$ cat src/rtl/uart_pkg.sv
// Shared constants and state encoding for the serial receiver.
package uart_pkg;

    localparam int unsigned BAUD_DEFAULT = 1250;

    localparam int unsigned DATA_BITS = 8;
    localparam int unsigned BIT_W     = $clog2(DATA_BITS);
    localparam logic        START_LVL = 1'b0;
    localparam logic        STOP_LVL  = 1'b1;

    localparam int unsigned STATE_W = 3;

    typedef enum logic [STATE_W-1:0] {
        IDLE  = 3'd0,
        START = 3'd1,
        DATA  = 3'd2,
        STOP  = 3'd3,
        BRK   = 3'd4
    } state_t;

endpackage

$ cat src/rtl/baud_tick_rx.sv
// Bit-period down-counter: strobes tick when it reaches zero while enabled.
module baud_tick_rx
    import uart_pkg::*;
#(
    parameter int unsigned BAUD = BAUD_DEFAULT
) (
    input  logic clk,
    input  logic rst,
    input  logic ena,
    input  logic half,
    output logic tick
);

    localparam int unsigned CNT_W = $clog2(BAUD);
    localparam logic [CNT_W-1:0] FULL_LOAD = CNT_W'(BAUD - 1);
    localparam logic [CNT_W-1:0] HALF_LOAD = CNT_W'(BAUD / 2 - 1);

    logic [CNT_W-1:0] cnt;

    assign tick = ena && (cnt == '0);

    // Preload while disabled; wrap to a full bit period on every tick.
    always_ff @(posedge clk or posedge rst) begin
        if (rst) begin
            cnt <= HALF_LOAD;
        end else if (!ena) begin
            cnt <= half ? HALF_LOAD : FULL_LOAD;
        end else if (cnt == '0) begin
            cnt <= FULL_LOAD;
        end else begin
            cnt <= cnt - CNT_W'(1);
        end
    end

endmodule

$ cat src/rtl/recibir.sv
// 8N1 serial receiver: parallel byte with rcv strobe, ferr on bad stop bit.
module recibir
    import uart_pkg::*;
#(
    parameter int unsigned BAUD = BAUD_DEFAULT
) (
    input  logic                 clk,
    input  logic                 rst,
    input  logic                 rx,
    output logic [DATA_BITS-1:0] data,
    output logic                 rcv,
    output logic                 ferr,
    output logic                 busy
);

    localparam logic [BIT_W-1:0] LAST_BIT = BIT_W'(DATA_BITS - 1);

    state_t               state;
    logic [1:0]           rx_sync;
    logic                 rx_s;
    logic [BIT_W-1:0]     bit_cnt;
    logic [DATA_BITS-1:0] shifter;
    logic                 tick;
    logic                 cnt_ena;
    logic                 cnt_half;

    assign rx_s     = rx_sync[1];
    assign cnt_ena  = (state == START) || (state == DATA) || (state == STOP);
    assign cnt_half = (state == IDLE) || (state == BRK);

    // Two-flop synchronizer for the asynchronous line; idles high.
    always_ff @(posedge clk or posedge rst) begin
        if (rst) begin
            rx_sync <= 2'b11;
        end else begin
            rx_sync <= {rx_sync[0], rx};
        end
    end

    baud_tick_rx #(
        .BAUD (BAUD)
    ) u_tick (
        .clk  (clk),
        .rst  (rst),
        .ena  (cnt_ena),
        .half (cnt_half),
        .tick (tick)
    );

    // Frame FSM with shifter and registered outputs; rcv/ferr default low.
    always_ff @(posedge clk or posedge rst) begin
        if (rst) begin
            state   <= IDLE;
            bit_cnt <= '0;
            shifter <= '0;
            data    <= '0;
            rcv     <= 1'b0;
            ferr    <= 1'b0;
            busy    <= 1'b0;
        end else begin
            rcv  <= 1'b0;
            ferr <= 1'b0;
            case (state)
                IDLE: begin
                    if (rx_s == START_LVL) begin
                        state <= START;
                        busy  <= 1'b1;
                    end
                end
                START: begin
                    if (tick) begin
                        if (rx_s == START_LVL) begin
                            state   <= DATA;
                            bit_cnt <= '0;
                        end else begin
                            state <= IDLE;
                            busy  <= 1'b0;
                        end
                    end
                end
                DATA: begin
                    if (tick) begin
                        shifter <= {rx_s, shifter[DATA_BITS-1:1]};
                        bit_cnt <= bit_cnt + BIT_W'(1);
                        if (bit_cnt == LAST_BIT) begin
                            state <= STOP;
                        end
                    end
                end
                STOP: begin
                    if (tick) begin
                        if (rx_s == STOP_LVL) begin
                            data  <= shifter;
                            rcv   <= 1'b1;
                            state <= IDLE;
                            busy  <= 1'b0;
                        end else begin
                            ferr  <= 1'b1;
                            state <= BRK;
                        end
                    end
                end
                BRK: begin
                    // Hold off until the line returns high so a break is not read as frames.
                    if (rx_s == STOP_LVL) begin
                        state <= IDLE;
                        busy  <= 1'b0;
                    end
                end
                default: begin
                    state <= IDLE;
                    busy  <= 1'b0;
                end
            endcase
        end
    end

endmodule

$ cat config.mk
export PLATFORM = sky130hd
export DESIGN_NAME = recibir
export DESIGN_NICKNAME = d
export VERILOG_FILES = /design/src/rtl/uart_pkg.sv /design/src/rtl/baud_tick_rx.sv /design/src/rtl/recibir.sv
export SDC_FILE = /design/constraint.sdc
export NUM_CORES = 1
export LEC_CHECK = 0
export BUFFER_PORTS_ARGS = -buffer_cell sky130_fd_sc_hd__buf_4
export CAP_MARGIN = 25
export CORE_MARGIN = 2
export CORE_UTILIZATION = 50
export CTS_BUF_LIST = sky130_fd_sc_hd__clkbuf_16
export DETAILED_ROUTE_END_ITERATION = 12
export PLACE_DENSITY = 0.72
export SLEW_MARGIN = 20
export SYNTH_ARGS = -nofsm -noshare
export SYNTH_HDL_FRONTEND = slang
export SYNTH_SLANG_ARGS = --single-unit
$ cat constraint.sdc
create_clock -name clk -period 1.9 [get_ports clk]
set_input_delay 0.38 -clock clk [delete_from_list [all_inputs] [get_ports clk]]
set_output_delay 0.38 -clock clk [all_outputs]
set_load 0.02 [all_outputs]
=== After elaboration in Yosys (flattened, before gate mapping) ===
Cells that the tools add are included.

* Add/sub/neg operators: 2
* Multiplexer cells: 26
* Divide/modulo/power cells: 0
* Multiply operators: 0
* Reductions and logical operators: 13
* Shifts and indexed selects: 0
* Magnitude comparators: 0
* Bitwise operators: 1
* Eq/ne operators: 13

{| class="wikitable"
|+ Operators by type and width
! cell !! number
|-
| two-way mux 11 bit || 3
|-
| two-way mux 3 bit || 10
|-
| case mux 3 bit (5 select lines) || 1
|-
| != test 2 bit (second input constant) || 6
|-
| zero test 11 bit || 1
|-
| subtractor 11 x 1 -> 11 bit (second input constant) || 1
|-
| two-way mux 1 bit || 9
|-
| == test 3 x 2 -> 1 bit (second input constant) || 2
|-
| == test 3 bit (second input constant) || 2
|-
| case mux 3 bit (2 select lines) || 1
|-
| AND reduction 3 bit || 2
|-
| AND reduction 6 bit || 1
|-
| != test 2 x 1 -> 1 bit (second input constant) || 2
|-
| case mux 1 bit (4 select lines) || 1
|-
| AND reduction 4 bit || 1
|-
| adder 3 x 1 -> 3 bit (second input constant) || 1
|-
| == test 3 x 1 -> 1 bit (second input constant) || 1
|-
| zero test 3 bit || 1
|-
| logical OR 1 bit || 3
|-
| two-way mux 2 bit || 1
|-
| AND reduction 2 bit || 1
|-
| nonzero test 2 bit || 1
|-
| OR reduction 2 bit || 1
|-
| logical AND 1 bit || 1
|-
| NOT 1 bit || 1
|}

* ROM bits: 0
* Bits in writable memories: 0
* Register bits after elaboration: 38
* Memories kept: 0
* Input port bits: 3
* Bits in latches: 0
* Output and inout port bits: 11
* Logic and storage cells: 64

=== Longest topological paths before layout ===
* Word-level depth: 6
* Depth in mapped cells: 7
* Depth with buffers taken out: 6

=== Hierarchy ===
From an unflattened synthesis, not the netlist that was laid out.

* Cells, all modules: 137
* Area total of the unflattened synthesis: 1764.2 sq um

{| class="wikitable"
|+ By module, submodules not included
! module !! cells an instance !! area each (sq um) !! instances !! seq. area each (sq um)
|-
| recibir || 77 || 1153.6 || 1 || 678.2
|-
| baud_tick_rx || 60 || 610.6 || 1 || 280.3
|}

=== Worst setup path after synthesis ===
Ideal clock, no wire load.

* Path kind: reg-to-reg
* From: register u_tick.cnt[3]
* To: register shifter[1]
* Setup slack: 70 ps
* Path buffers: 0
* Data arrival time: 1705 ps
* Cell stages (with the launch flop): 5
* Data required time: 1775 ps
* Path through: dfrtp_1 -> nor4_4 -> nand3_2 -> nor3_4 -> mux2_2

* Word-level cells in the longest chain between the ends: 3

{| class="wikitable"
|+ RTL lines
! item !! line !! source
|-
| from (decl) || baud_tick_rx.sv:18 || <nowiki>logic [CNT_W-1:0] cnt;</nowiki>
|-
| from (signal assigned) || baud_tick_rx.sv:27 || <nowiki>cnt <= half ? HALF_LOAD : FULL_LOAD;</nowiki>
|-
| from (signal assigned) || baud_tick_rx.sv:31 || <nowiki>cnt <= cnt - CNT_W'(1);</nowiki>
|-
| zero test 11 bit || baud_tick_rx.sv:20 || <nowiki>assign tick = ena && (cnt == '0);</nowiki>
|-
| logical AND 1 bit || baud_tick_rx.sv:20 ||
|-
| AND reduction 2 bit (no line) || - ||
|-
| to (signal assigned) || recibir.sv:83 || <nowiki>shifter <= {rx_s, shifter[DATA_BITS-1:1]};</nowiki>
|-
| to (decl) || recibir.sv:22 || <nowiki>logic [DATA_BITS-1:0] shifter;</nowiki>
|}

No other way between the ends.
A chain may end at the register's enable or synchronous reset.

=== Worst setup path after layout ===
* From: register u_tick.cnt[7]
* To: register shifter[7]

Same word-level chain as after synthesis.

==> results.md <==
- WHS: roughly 0.21 ns
- Hold Violations, Final: 0
- Clock Sinks: 38
- Die ar.: ~3900 um^2
- RSZ-0062 raised after global routing: false
- CTS buffer count: 5
- Fraction of layout cells with a size suffix above 1: 36.71%
- CTS tree: built
- Gpl congestion: about 0.78
- # rows: 21
- Post-route minimum period: 1.830 ns
- Ys Warns: 0
- Area added between synthesis and finish: 20.34%
- CTS clk-pin slew, worst paths: 0.05 ns
- Sequential share of power: between 50 and 60%
- Grt total ovfl: 0
- Most common cell after layout, fill and taps aside: dfrtp_1
- Sw frac: between 10% and 20%
- CP Class: reg -> reg
- Nets: 164
- Tot Pwr: about 1.6 mW
- Synthesized area: ~1700 um^2
- Final Cell Area: between 2000 and 2500 um^2
- Vias in the first global route: between 1k and 1.5k
- Worst r2r path cells: 4
- Type of the most critical hold path: in -> reg
- Cell taking the most area after synthesis: dfrtp_1
- Register area: 958.4 um^2
- Gate Count Post-Synth: 132
- Cell Int Power: 1.292 mW
- Area contributors post-synth: dfrtp_1, dfstp_2, mux2_2
- Routed Antenna Nets: 0
- Root Buffer: clkbuf_16
- Crit end category: flip-flop
- Post-synth cell types: 40
- Status: completed
- Clock buffer depth: 2
- Seq cells post-synth: 38
- Starting density of the core: between 50% and 60%
- VDD IR-drop max: roughly 0.0007 V
- Final Slew Violations: 0
- WHS Path Cells: 1
- Clock power share: between 40% and 50%
- Most frequent cells in the layout: dfrtp_1, buf_4, mux2_2
- Fill cells: between 200 and 300
- CTS H-tree depth: 2
- Synth Area per Inst: between 10 and 15 um^2
- WL/cell: roughly 14 um
- Max_slew headroom: 68.44%
- Placed instance area: 1891 um^2
- Final setup skew: ~0.0020 ns
- Dpl hpwl: between 1.5 and 2 mm
- Synth top area share: between 40 and 50%
- Combinational power share: under 10%
- Max Clk Rate: between 500 and 600 MHz
- Die Height: 62.28 um
- CORE AREA: 3311 um^2
- WP data arrival: about 2.0 ns
- Switching Power: about 0.3 mW
- Reg-to-reg slack, setup: 0.07 ns
- First-pass GRT wire length: just over 5 mm
- Area taken by multi-input logic gates: slightly above 700 um^2
- DR vias/cell: 5.206
- Die X: between 60 and 70 um
- Final wirelength: 2.856 mm
- Setup-failing EPs final: 0
- Least-Margin Pin Slew: about 0.47 ns
- CP Launch Type: flip-flop
- Seq/Total Area, Yosys: between 50% and 60%
- Pwr/cell area: slightly below 800 nW/um^2
- Lkg Pwr: around 1.1 nW
- Max_cap viols: 0
- Vias: roughly 1.1k
- Residual DRC: 0
- Ports: 14
- Largest net degree at the start of global routing: 39
- Period utilization: 96.30%
- Syn Nets: about 140
- Total GRT Usage: roughly 17%
- Worst Path Required: a little over 2 ns
- # port buffers: 13
- N_diodes: 0
- First-iteration detailed-routing DRC count: 28
- DRT Pass-1 Iters: 4
- Initial antenna violation count: 0
- Critical path fanouts, max: 4
- Clock Latency Late Sink: about 0.27 ns
-- kinds of logic (layout without fill, tap and decap cells) --
logic type	Yosys count	after routing	synth area share [%]
compound gates	16	16	6.264
fa+ha+maj	5	5	3.537
flops	38	38	56.45
xor+xnor	7	7	3.611
simple gates	40	40	15.85
mux	18	18	12.31
buf+inv	8	34	1.990
-- per-stage QoR --
step	cells	utilization [%]	TNS, ns	setup slack (ns)
after floorplan	132	-	0	0.07019
after global placement	195	57.11	0	0.07579
after detailed placement	195	57.11	-0.04722	-0.01484
after CTS	203	61.34	0	0.06068
after global routing	204	61.72	0	0.003863
final	204	61.72	0	0.07032
-- worst max-delay path, stage by stage (launching register included) --
cell and delay [ns]:
dfrtp_1 0.44, nor4_4 0.37, nand3_2 0.18, or3_4 0.42
mux2_4 0.30
-- area by class of cell --
cell class              instances  area share (%)
well taps                      46           2.817
multi-input cells              86           34.91
repair buffers                 21           7.716
flip-flops and latches         38           46.91
clock buffers                   5           6.124
inverters                       5          0.9186
clock inverters                 3          0.6124
-- power groups by stage --
stage               Combinational, mW  Clock (mW)  Sequential, mW
global placement               0.0224           0           0.831
floorplan                      0.0135           0           0.830
CTS                            0.0229       0.783           0.817
global route                   0.0259       0.827           0.817
finish                         0.0216       0.757           0.817
detailed placement             0.0228           0           0.831
-- path summary, 6_finish.rpt --
kind                                    startpoint                       end
setup / recovery           u_tick.cnt[7]$_DFF_PP0_    shifter[7]$_DFFE_PP0P_
hold / removal                                  rx      rx_sync[0]$_DFF_PP1_
setup reg to reg           u_tick.cnt[7]$_DFF_PP0_    shifter[7]$_DFFE_PP0P_
hold reg to reg               rx_sync[0]$_DFF_PP1_      rx_sync[1]$_DFF_PP1_
max in group asynchronous                      rst   u_tick.cnt[5]$_DFF_PP1_
min in group asynchronous                      rst  u_tick.cnt[10]$_DFF_PP0_
-- flip-flops by register name (all words and copies together), names as in the netlist --
signal,cells
u_tick.cnt,11
data,8
shifter,8
bit_cnt,3
state,3
rx_sync,2
busy,1
ferr,1
rcv,1
-- layer usage --
layer  global-route usage, %  vias up  routed length [um]
met5                       0        -                   0
li1                        -      517                   -
met4                   7.500        0                  59
met3                   6.341        7                 100
met1                   21.04      524                1314
met2                   27.58       14                1382
-- cells in the mapped netlist, drive strengths merged --
master,count
a21oi,4
a22o,2
a311oi,1
a31oi,2
a41oi,1
and2,1
and3,1
buf,1
clkbuf,2
dfrtp,32
dfstp,6
ha,4
inv,5
maj3,1
mux2,17
mux2i,1
nand2,7
nand2b,1
nand3,4
nand4,1
nand4b,1
nor2,10
nor2b,2
nor3,4
nor4,2
o21a,1
o21ai,3
o31ai,1
o32ai,1
or2,2
or2b,1
or3,2
or4,1
xnor2,2
xor2,5
-- timing repair --
action | CTS | global route
pin swaps | 1 | 1
buffers inserted | 0 | 1
hold buffers | 0 | 0
gates resized for setup | 1 | 1
endpoints found under the setup margin | 8 | 9
(Power assumes the default switching activity.)
